## src/rtl/uart_rx_fifo.sv

```systemverilog
// 8N1 serial receiver with a programmable bit period, feeding a first-word-fall-through
// byte FIFO. Framing and overrun errors are reported through sticky flags.
module uart_rx_fifo #(
    parameter int DEPTH = 16,
    parameter int DIV_W = 16
) (
    input  logic                     clk,
    input  logic                     reset,
    input  logic                     rxd,
    input  logic [DIV_W-1:0]         baud_div,
    input  logic                     rd_en,
    input  logic                     clr_err,
    output logic [7:0]               rd_data,
    output logic                     rx_valid,
    output logic [$clog2(DEPTH):0]   count,
    output logic                     frame_err,
    output logic                     overrun,
    output logic                     busy
);

    localparam int AW = $clog2(DEPTH);
    localparam int PW = AW + 1;

    typedef enum logic [2:0] {
        S_IDLE,
        S_START,
        S_DATA,
        S_STOP,
        S_BREAK
    } state_t;

    // ---------------------------------------------------------------- receiver
    logic             meta_reg;
    logic             rxs;
    state_t           state_reg, state_next;
    logic [DIV_W-1:0] timer_reg, timer_next;
    logic [DIV_W-1:0] div_reg, div_next;
    logic [2:0]       bit_idx_reg, bit_idx_next;
    logic [7:0]       shift_reg, shift_next;
    logic             push;
    logic             frame_set;
    logic             timer_zero;

    assign timer_zero = (timer_reg == '0);

    always_ff @(posedge clk or posedge reset) begin
        if (reset) begin
            meta_reg    <= 1'b1;
            rxs         <= 1'b1;
            state_reg   <= S_IDLE;
            timer_reg   <= '0;
            div_reg     <= '0;
            bit_idx_reg <= '0;
            shift_reg   <= '0;
        end else begin
            meta_reg    <= rxd;
            rxs         <= meta_reg;
            state_reg   <= state_next;
            timer_reg   <= timer_next;
            div_reg     <= div_next;
            bit_idx_reg <= bit_idx_next;
            shift_reg   <= shift_next;
        end
    end

    // IDLE is only ever entered with rxs high, so a low level there is the start edge.
    always_comb begin
        state_next   = state_reg;
        timer_next   = timer_reg;
        div_next     = div_reg;
        bit_idx_next = bit_idx_reg;
        shift_next   = shift_reg;
        push         = 1'b0;
        frame_set    = 1'b0;
        case (state_reg)
            S_IDLE: begin
                if (!rxs) begin
                    div_next   = baud_div;
                    timer_next = baud_div >> 1;
                    state_next = S_START;
                end
            end
            S_START: begin
                if (!timer_zero) begin
                    timer_next = timer_reg - DIV_W'(1);
                end else if (!rxs) begin
                    timer_next   = div_reg;
                    bit_idx_next = '0;
                    state_next   = S_DATA;
                end else begin
                    state_next = S_IDLE;
                end
            end
            S_DATA: begin
                if (!timer_zero) begin
                    timer_next = timer_reg - DIV_W'(1);
                end else begin
                    shift_next   = {rxs, shift_reg[7:1]};
                    timer_next   = div_reg;
                    bit_idx_next = bit_idx_reg + 3'd1;
                    if (bit_idx_reg == 3'd7) begin
                        state_next = S_STOP;
                    end
                end
            end
            S_STOP: begin
                if (!timer_zero) begin
                    timer_next = timer_reg - DIV_W'(1);
                end else if (rxs) begin
                    push       = 1'b1;
                    state_next = S_IDLE;
                end else begin
                    frame_set  = 1'b1;
                    state_next = S_BREAK;
                end
            end
            S_BREAK: begin
                if (rxs) begin
                    state_next = S_IDLE;
                end
            end
            default: state_next = S_IDLE;
        endcase
    end

    assign busy = (state_reg != S_IDLE);

    // -------------------------------------------------------------------- FIFO
    logic [7:0]    mem [DEPTH];
    logic [PW-1:0] wr_ptr_reg, rd_ptr_reg;
    logic [PW-1:0] wr_ptr_next, rd_ptr_next;
    logic          empty;
    logic          full;
    logic          pop_ok;
    logic          push_ok;
    logic          ovr_set;

    assign empty       = (wr_ptr_reg == rd_ptr_reg);
    assign full        = (wr_ptr_reg[AW] != rd_ptr_reg[AW]) &&
                         (wr_ptr_reg[AW-1:0] == rd_ptr_reg[AW-1:0]);
    assign pop_ok      = rd_en && !empty;
    assign push_ok     = push && (!full || pop_ok);
    assign ovr_set     = push && full && !pop_ok;
    assign rd_ptr_next = rd_ptr_reg + PW'(pop_ok);
    assign wr_ptr_next = wr_ptr_reg + PW'(push_ok);

    always_ff @(posedge clk) begin
        if (push_ok) begin
            mem[wr_ptr_reg[AW-1:0]] <= shift_reg;
        end
    end

    // rd_data is the registered head; bypass the incoming byte when it becomes the head.
    always_ff @(posedge clk or posedge reset) begin
        if (reset) begin
            wr_ptr_reg <= '0;
            rd_ptr_reg <= '0;
            rd_data    <= 8'h00;
            frame_err  <= 1'b0;
            overrun    <= 1'b0;
        end else begin
            wr_ptr_reg <= wr_ptr_next;
            rd_ptr_reg <= rd_ptr_next;
            if (push_ok || pop_ok) begin
                if (push_ok && (rd_ptr_next == wr_ptr_reg)) begin
                    rd_data <= shift_reg;
                end else begin
                    rd_data <= mem[rd_ptr_next[AW-1:0]];
                end
            end
            if (frame_set) begin
                frame_err <= 1'b1;
            end else if (clr_err) begin
                frame_err <= 1'b0;
            end
            if (ovr_set) begin
                overrun <= 1'b1;
            end else if (clr_err) begin
                overrun <= 1'b0;
            end
        end
    end

    assign count    = wr_ptr_reg - rd_ptr_reg;
    assign rx_valid = !empty;

endmodule

```

## config.mk

```make
export PLATFORM = sky130hd
export DESIGN_NAME = uart_rx_fifo
export DESIGN_NICKNAME = d
export VERILOG_FILES = /design/src/rtl/uart_rx_fifo.sv
export SDC_FILE = /design/constraint.sdc
export NUM_CORES = 1
export LEC_CHECK = 0
export ABC_CLOCK_PERIOD_IN_PS = 5040
export CORE_MARGIN = 5
export CORE_UTILIZATION = 59
export DETAILED_ROUTE_END_ITERATION = 8
export PLACE_DENSITY = 0.88
export SYNTH_ARGS = -nofsm -noshare
export SYNTH_HDL_FRONTEND = slang
export SYNTH_SLANG_ARGS = --single-unit
```

## constraint.sdc

```tcl
create_clock -name clk -period 5.04 [get_ports clk]
set_clock_uncertainty 0.1 [all_clocks]
set_input_delay 1.008 -clock clk [delete_from_list [all_inputs] [get_ports clk]]
set_output_delay 1.008 -clock clk [all_outputs]
set_load 0.005 [all_outputs]
```

==> summary.md, run 1 <==
| Metric | Value |
|---|---|
| Internal power | slightly above 3 mW |
| Area growth syn-to-layout | 13.2% |
| Worst Max-Slew Pin Slew | 1.28 ns |
| HPWL after DPL | roughly 13 mm |
| Worst hold path type | flop to flop |
| Outcome | complete, no violations |
| Comb pwr share | between 20 and 30% |
| Initial antenna violation count | 0 |
| Crit path DAT | 4.18 ns |
| Global routing met2 resource utilization | 39.2% |
| Crit. End Element | flop |
| Family with the most delay on the worst path | adder cells |
| Slowest cell on crit path | ha_2 |
| Post-placement cell count | roughly 760 |
| Switch Pwr | around 1.4 mW |
| WL final | 20.0 mm |
| Total track usage | ~25% |
| Routability cong. | 0.884 |
| WS Path Type | flop to flop |
| Final Util | between 60% and 70% |
| CP Launch Point | wr_ptr_reg[2]$_DFF_PP0_ |
| WP buf/inv | 1 |
| Sw Share | around 30% |
| Initial Util | approximately 60% |
| Final setup viols | 0 |
| Startpoint types | flop |
| Area of the multi-input gates | between 0.002 and 0.003 mm2 |
| Fin. max-slew vios | 0 |
| Count leader, synth | edfxtp_1 |
| Vias | between 5000 and 6000 |
| Leak | 3.74 nW |
| Post-Syn Instances | between 500 and 600 |
| FILL cells | 897 |
| Buffers on Ports | 37 |
| Pwr Total | between 4 and 5 mW |
| GR Util met1 | approximately 34% |
| Syn Area/Cell | 15.3 um2 |
| Core Rows | 44 |
| R2R depth | 9 |
| Synth top area share | 44.8% |
| Primary FF master, synth | edfxtp_1 |
| Seq/Total Area, Yosys | ~65% |
| Largest net degree at the start of global routing | 46 |
| Die height | between 100 and 150 um |
| Max FFs per register | between 100 and 150 |
| GRT Max-Usage Layer | met2 |
| Reg2reg start | wr_ptr_reg[2]$_DFF_PP0_ |
| Clock tree buffer depth | 2 |
| 1st-iter DRT viols | 757 |
| Clock share of power | 28.8% |
| CTS buffer count | 17 |
| Most frequent CP cell | mux4_2 |
| HP Start | meta_reg$_DFF_PP1_ |
| MaxCap Viol Count | 0 |
| Post-synth EDFFs | 128 |
| ANT nets after route | 0 |
| Clock tree root driver cell | clkbuf_16 |
| Post-Syn Nets | 594 |
| Top-Level Pins | 38 |
| Yosys top cell by area | edfxtp_1 |
| CTS HTree Levels | 4 |
| DIE AREA | ~0.017 mm2 |
| Remaining Overflow, GRT | 0 |
| Worst Path Max Fanout | 23 |
| YS warnings | 0 |
| Yosys cell types | 64 |
| Power per cell area | approximately 460 mW/mm2 |
| First-pass GRT wire length | 31.1 mm |
| Post-synthesis async set-or-reset flop share | between 30% and 40% |
| Vias in the first global route | 5345 |
| Met3 GRT Util | between 7 and 8% |
| Fin crit share | a little under 80% |
| Cell Area, Synth | roughly 0.0086 mm2 |
| Die Wd | 131 um |
| Final hold vios | 0 |
| Max Clk Rate | 0.253 GHz |
| Initial DRT Pass Iterations | 5 |
| Top post-synthesis cells by area | edfxtp_1 (45%), dfrtp_1 (19%), mux4_2 (10%) |
| Max-Slew Margin vs Limit | 14.4% |
| Floorplan core area | 0.0144 mm2 |
| Worst path cell trace | ha_1 -> nand4_1 -> or2_2 -> and2_1 -> ha_2 -> buf_12 -> mux4_2 -> mux4_2 -> o221a_1 |
| Worst VDD drop | roughly 0.32 mV |
| Register Area | about 0.0055 mm2 |
| Sequential Power Share | about 44% |
| Crit path depth | 9 |
| Crit path time final | between 3 and 4 ns |
| CTS tree | yes |
| CP peak stage delay | roughly 0.60 ns |
| RSZ-0062 raised after global routing | false |
| Drt wl/cell | 25.2 um |
| Cts hold-fix bufs | 0 |
| Final net count | around 630 |
| Ratio of cells with drive above 1 in the final layout | between 10% and 20% |
| Setup TNS | 0 ns |
| Register bit total from synthesis | between 150 and 200 |
| Clock Latency Late Sink | between 0.4 and 0.5 ns |
| Fin Hold WS | 0.258 ns |
| Hold path cells | 0 |
| Final Non-Filler Cells | between 700 and 800 |
| Vias per cell | between 6 and 7 |
| CTS resizes | 0 |
| Diodes inserted | 0 |
| Reg clk slew, reported paths | roughly 0.07 ns |
| Most frequent cells after synthesis | edfxtp_1 (128), dfrtp_1 (66), mux4_2 (40) |
| Post-CTS Setup Inserts | 0 |
| Drc violations | 0 |
| Worst path required time | ~5.3 ns |
| Clk sink count | ~200 |
==> final cells by class <==
class	count	area share [%]
Timing Repair Buffer	47	4.71
Multi-Input combinational cell	300	28.7
Clock inverter	13	1.21
Tap cell	184	2.37
Inverter	35	1.35
Sequential cell	196	57.1
Clock buffer	19	4.56
==> logic make-up after synthesis <==
group                    synth area share, %
flip-flops                              64.6
XOR/XNOR                                1.63
AO/OA/AOI/OAI                           9.31
adder cells (fa/ha/maj)                 1.98
multiplexers                            12.9
buffers and inverters                   3.00
AND/OR/NAND/NOR                         6.60
==> power by group through the flow <==
stage          Clock, mW  Combinational [mW]  Sequential (mW)
2_1_floorplan          0               0.845             1.94
3_3_place_gp           0                1.17             1.97
3_5_place_dp           0                1.23             1.98
4_1_cts             1.30                1.23             1.95
5_1_grt             1.37                1.33             1.97
6_report            1.29                1.22             1.96
==> worst reg2reg max path: stages (launching register included) <==
cell	delay (ns)
dfrtp_1	0.51
ha_1	0.42
nand4_1	0.14
or2_2	0.33
and2_1	0.17
ha_2	0.60
buf_12	0.29
mux4_2	0.56
mux4_2	0.46
o221a_1	0.26
==> layer usage <==
| layer | wire length, um | vias up |
|---|---|---|
| li1 | - | 2261 |
| met1 | 7670 | 2770 |
| met2 | 9580 | 351 |
| met3 | 2050 | 59 |
| met4 | 685 | 0 |
| met5 | 0 | - |
==> path summary, 6_finish.rpt <==
check / end / slack, ns
worst min register to register: rxs$_DFF_PP1_ / 0.26
worst max-delay path: rd_data[0]$_DFFE_PP0P_ / 1.09
min in group asynchronous: rd_ptr_reg[2]$_DFF_PP0_ / 1.02
max in group asynchronous: meta_reg$_DFF_PP1_ / 2.86
worst max register to register: rd_data[0]$_DFFE_PP0P_ / 1.09
worst min-delay path: rxs$_DFF_PP1_ / 0.26
==> metrics by stage <==
stage	worst slack [ns]	cell area [um2]
after floorplan	0.954	8590
after global placement	1.06	9160
after detailed placement	0.981	9160
after CTS	1.06	9720
after global routing	0.798	9720
final	1.09	9720
==> cell usage in the layout, fill, tap and decap left out, types with 5 or more instances in the layout <==
cell type / count
clkdlybuf4s50_1: 37
buf_4: 9
nor2_1: 26
a21oi_1: 10
xnor2_1: 14
a222oi_1: 8
nand2_1: 21
a21o_1: 5
edfxtp_1: 128
a32oi_1: 6
o221ai_1: 6
mux2_2: 18
mux4_2: 40
a22o_1: 6
ha_1: 11
nor3_1: 15
nand3_1: 9
dfrtp_1: 66
clkbuf_16: 17
o2bb2ai_1: 8
and3_1: 5
o21ai_0: 26
inv_1: 34
No activity file was read; power rests on OpenSTA's default activity.
==> inputs of run 2 (changes only) <==
--- a/config.mk
+++ b/config.mk
@@ -5,7 +5,7 @@
 export SDC_FILE = /design/constraint.sdc
 export NUM_CORES = 1
 export LEC_CHECK = 0
-export ABC_CLOCK_PERIOD_IN_PS = 5040
+export ABC_CLOCK_PERIOD_IN_PS = 3800
 export CORE_MARGIN = 5
 export CORE_UTILIZATION = 59
 export DETAILED_ROUTE_END_ITERATION = 8
==> constraint.sdc (replaced) <==
create_clock -name clk -period 3.8 [get_ports clk]
set_clock_uncertainty 0.1 [all_clocks]
set_input_delay 0.76 -clock clk [delete_from_list [all_inputs] [get_ports clk]]
set_output_delay 0.76 -clock clk [all_outputs]
set_load 0.005 [all_outputs]
==> run 2 against run 1 <==
Compared with the run above:
- core utilization rose by 1.2 points
- via count up 1.1%
- clock power rose by 28%
- global-route usage up 0.50 points
- combinational power rose by 31%
- count of clock-buffer cells in the layout rose by 1
- hold slack is essentially flat
- worst setup slack got worse by 0.92 ns
- non-clock buffer count up 19
- sequential power increased by 31%
- power rose by 30%
==> summary.md, run 2 (synthesis results as in run 1) <==
| Metric | Value |
|---|---|
| Outcome | complete, no violations |
| DIE AREA | between 0.015 and 0.02 mm2 |
| Vias | ~5500 |
| Crit path time final | 3.63 ns |
| R2R depth | 13 |
| Register Area | ~0.0055 mm2 |
| Comb pwr share | about 28% |
| HP Start | meta_reg$_DFF_PP1_ |
| Design area | about 0.0099 mm2 |
| Die height | ~130 um |
| Most frequent CP cell | ha_1 |
| Largest net degree at the start of global routing | 38 |
| CTS tree | yes |
| Initial antenna violation count | 0 |
| Switch Pwr | 1.75 mW |
| FF-to-FF setup slack | between 0.15 and 0.2 ns |
| Max FFs per register | between 100 and 150 |
| Crit path DAT | roughly 3.8 ns |
| Buffers on Ports | 37 |
| Crit. End Element | flop |
| FILL cells | between 800 and 900 |
| Final setup viols | 0 |
| Ratio of cells with drive above 1 in the final layout | between 20% and 30% |
| Sequential Power Share | between 40% and 50% |
| Slowest cell on crit path | a221oi_1 |
| Final Util | around 69% |
| Drc violations | 0 |
| Diodes inserted | 0 |
| Core Rows | 44 |
| MaxCap Viol Count | 0 |
| WL final | ~20 mm |
| Worst Max-Slew Pin Slew | 1.25 ns |
| ANT nets after route | 0 |
| Worst path required time | approximately 4.0 ns |
| CTS HTree Levels | 4 |
| Fin. max-slew vios | 0 |
| First-pass GRT wire length | approximately 32 mm |
| Clock tree root driver cell | clkbuf_16 |
| 1st-iter DRT viols | between 700 and 800 |
| Post-DP Area | 0.00932 mm2 |
| Clock Latency Late Sink | between 0.4 and 0.5 ns |
| Internal power | roughly 4.1 mW |
| Initial Util | 59.5% |
| Leak | between 3 and 4 nW |
| Die Wd | roughly 130 um |
| Worst hold path type | flop to flop |
| Clk sink count | 196 |
| Clock share of power | 28.5% |
| Area growth syn-to-layout | 15.2% |
| Commonest cells after routing, fill and taps aside | edfxtp_1 (128), dfrtp_1 (66), mux4_2 (40), clkdlybuf4s50_1 (37), inv_1 (34) |
| Vias in the first global route | between 5000 and 6000 |
| Worst VDD drop | about 0.44 mV |
| HPWL after DPL | ~13 mm |
| Startpoint types | flop |
| Hold path cells | 0 |
| Max-Slew Margin vs Limit | between 10% and 20% |
| Setup TNS | 0 ns |
| Clock tree buffer depth | 2 |
| Sw Share | 30.2% |
| Max Clk Rate | roughly 0.28 GHz |
| Hold endpoint | rxs$_DFF_PP1_ |
| RSZ-0062 raised after global routing | false |
| Reg2reg start | rd_ptr_reg[3]$_DFF_PP0_ |
| Drt wl/cell | about 25 um |
| Final hold vios | 0 |
| CTS buffer count | 17 |
| Initial DRT Pass Iterations | 6 |
| Worst path cell trace | inv_1 -> ha_1 -> nand4_1 -> or2_2 -> and2_1 -> ha_2 -> ha_1 -> o21ba_2 -> a221oi_1 -> o2111ai_1 -> o211ai_4 -> buf_12 -> o221ai_1 |
| Routability cong. | approximately 0.89 |
| Leading cell type in the layout, fill and taps excluded | edfxtp_1 |
| Area of the multi-input gates | 0.00281 mm2 |
| Vias per cell | 6.77 |
| Total track usage | 25.7% |
| CP peak stage delay | approximately 0.42 ns |
| Fin crit share | 95.5% |
| Reg clk slew, reported paths | about 0.070 ns |
| Remaining Overflow, GRT | 0 |
| Worst Path Max Fanout | 8 |
| Top-Level Pins | 38 |
| WS Path Type | flop to flop |
| RR Endpoint | rd_data[5]$_DFFE_PP0P_ |
| Final net count | 650 |
| Floorplan core area | about 0.014 mm2 |
| Power per cell area | ~590 mW/mm2 |
-- run 2: power groups by stage --
stage | sequential (mW) | clock, mW | combinational (mW)
finish | 2.56 | 1.65 | 1.60
global route | 2.57 | 1.77 | 1.74
CTS | 2.55 | 1.66 | 1.60
detailed placement | 2.59 | 0 | 1.58
global placement | 2.58 | 0 | 1.53
floorplan | 2.55 | 0 | 1.09
-- run 2: how the worst max path moves through the flow --
| stage | from | endpoint | slack (ns) | depth (start not counted) |
|---|---|---|---|---|
| floorplan | wr_ptr_reg[0]$_DFF_PP0_ | rd_data[0]$_DFFE_PP0P_ | 0.01 | 13 |
| global placement | rd_ptr_reg[3]$_DFF_PP0_ | rd_data[0]$_DFFE_PP0P_ | 0.28 | 12 |
| detailed placement | rd_ptr_reg[3]$_DFF_PP0_ | rd_data[3]$_DFFE_PP0P_ | 0.07 | 12 |
| CTS | rd_ptr_reg[3]$_DFF_PP0_ | rd_data[5]$_DFFE_PP0P_ | 0.06 | 12 |
| global route | rd_ptr_reg[3]$_DFF_PP0_ | rd_data[5]$_DFFE_PP0P_ | 0.03 | 13 |
| finish | rd_ptr_reg[3]$_DFF_PP0_ | rd_data[5]$_DFFE_PP0P_ | 0.17 | 13 |
-- run 2: worst max-delay path: cells and delay by family (launching register included) --
kind | cells | cell delay (ns)
AOI/OAI and AO/OA | 5 | 1.31
adders and majority gates | 3 | 0.76
and+or+nand+nor | 3 | 0.66
DFF | 1 | 0.40
buffers and inverters | 2 | 0.25
-- run 2: cell type report --
class,instances,area share [%]
clock buffers,20,4.42
clock inverters,12,0.974
repair buffers,66,6.45
well taps,184,2.33
multi-input cells,300,28.4
inverters,35,1.33
flip-flops and latches,196,56.1
-- run 2: layer usage --
metal	GRT usage (%)	part of all wire, %
met3	8.46	10
met5	0	0
met4	10.5	3.7
met1	33.2	37
met2	40.6	49
-- run 2: timing repair --
item                       CTS  global route
hold buffers                 0             0
setup endpoints to repair    0             8
buffers inserted             0             1
gates resized for setup      0             2
-- run 2: metrics by stage --
step	hold slack (ns)	cells	power [mW]	setup WS [ns]
3_5_place_dp	0.251	780	4.17	0.0716
5_1_grt	0.264	813	6.07	0.0255
6_report	0.258	813	5.81	0.169
4_1_cts	0.260	812	5.80	0.0576
3_3_place_gp	0.252	780	4.11	0.279
2_1_floorplan	0.245	560	3.65	0.0127
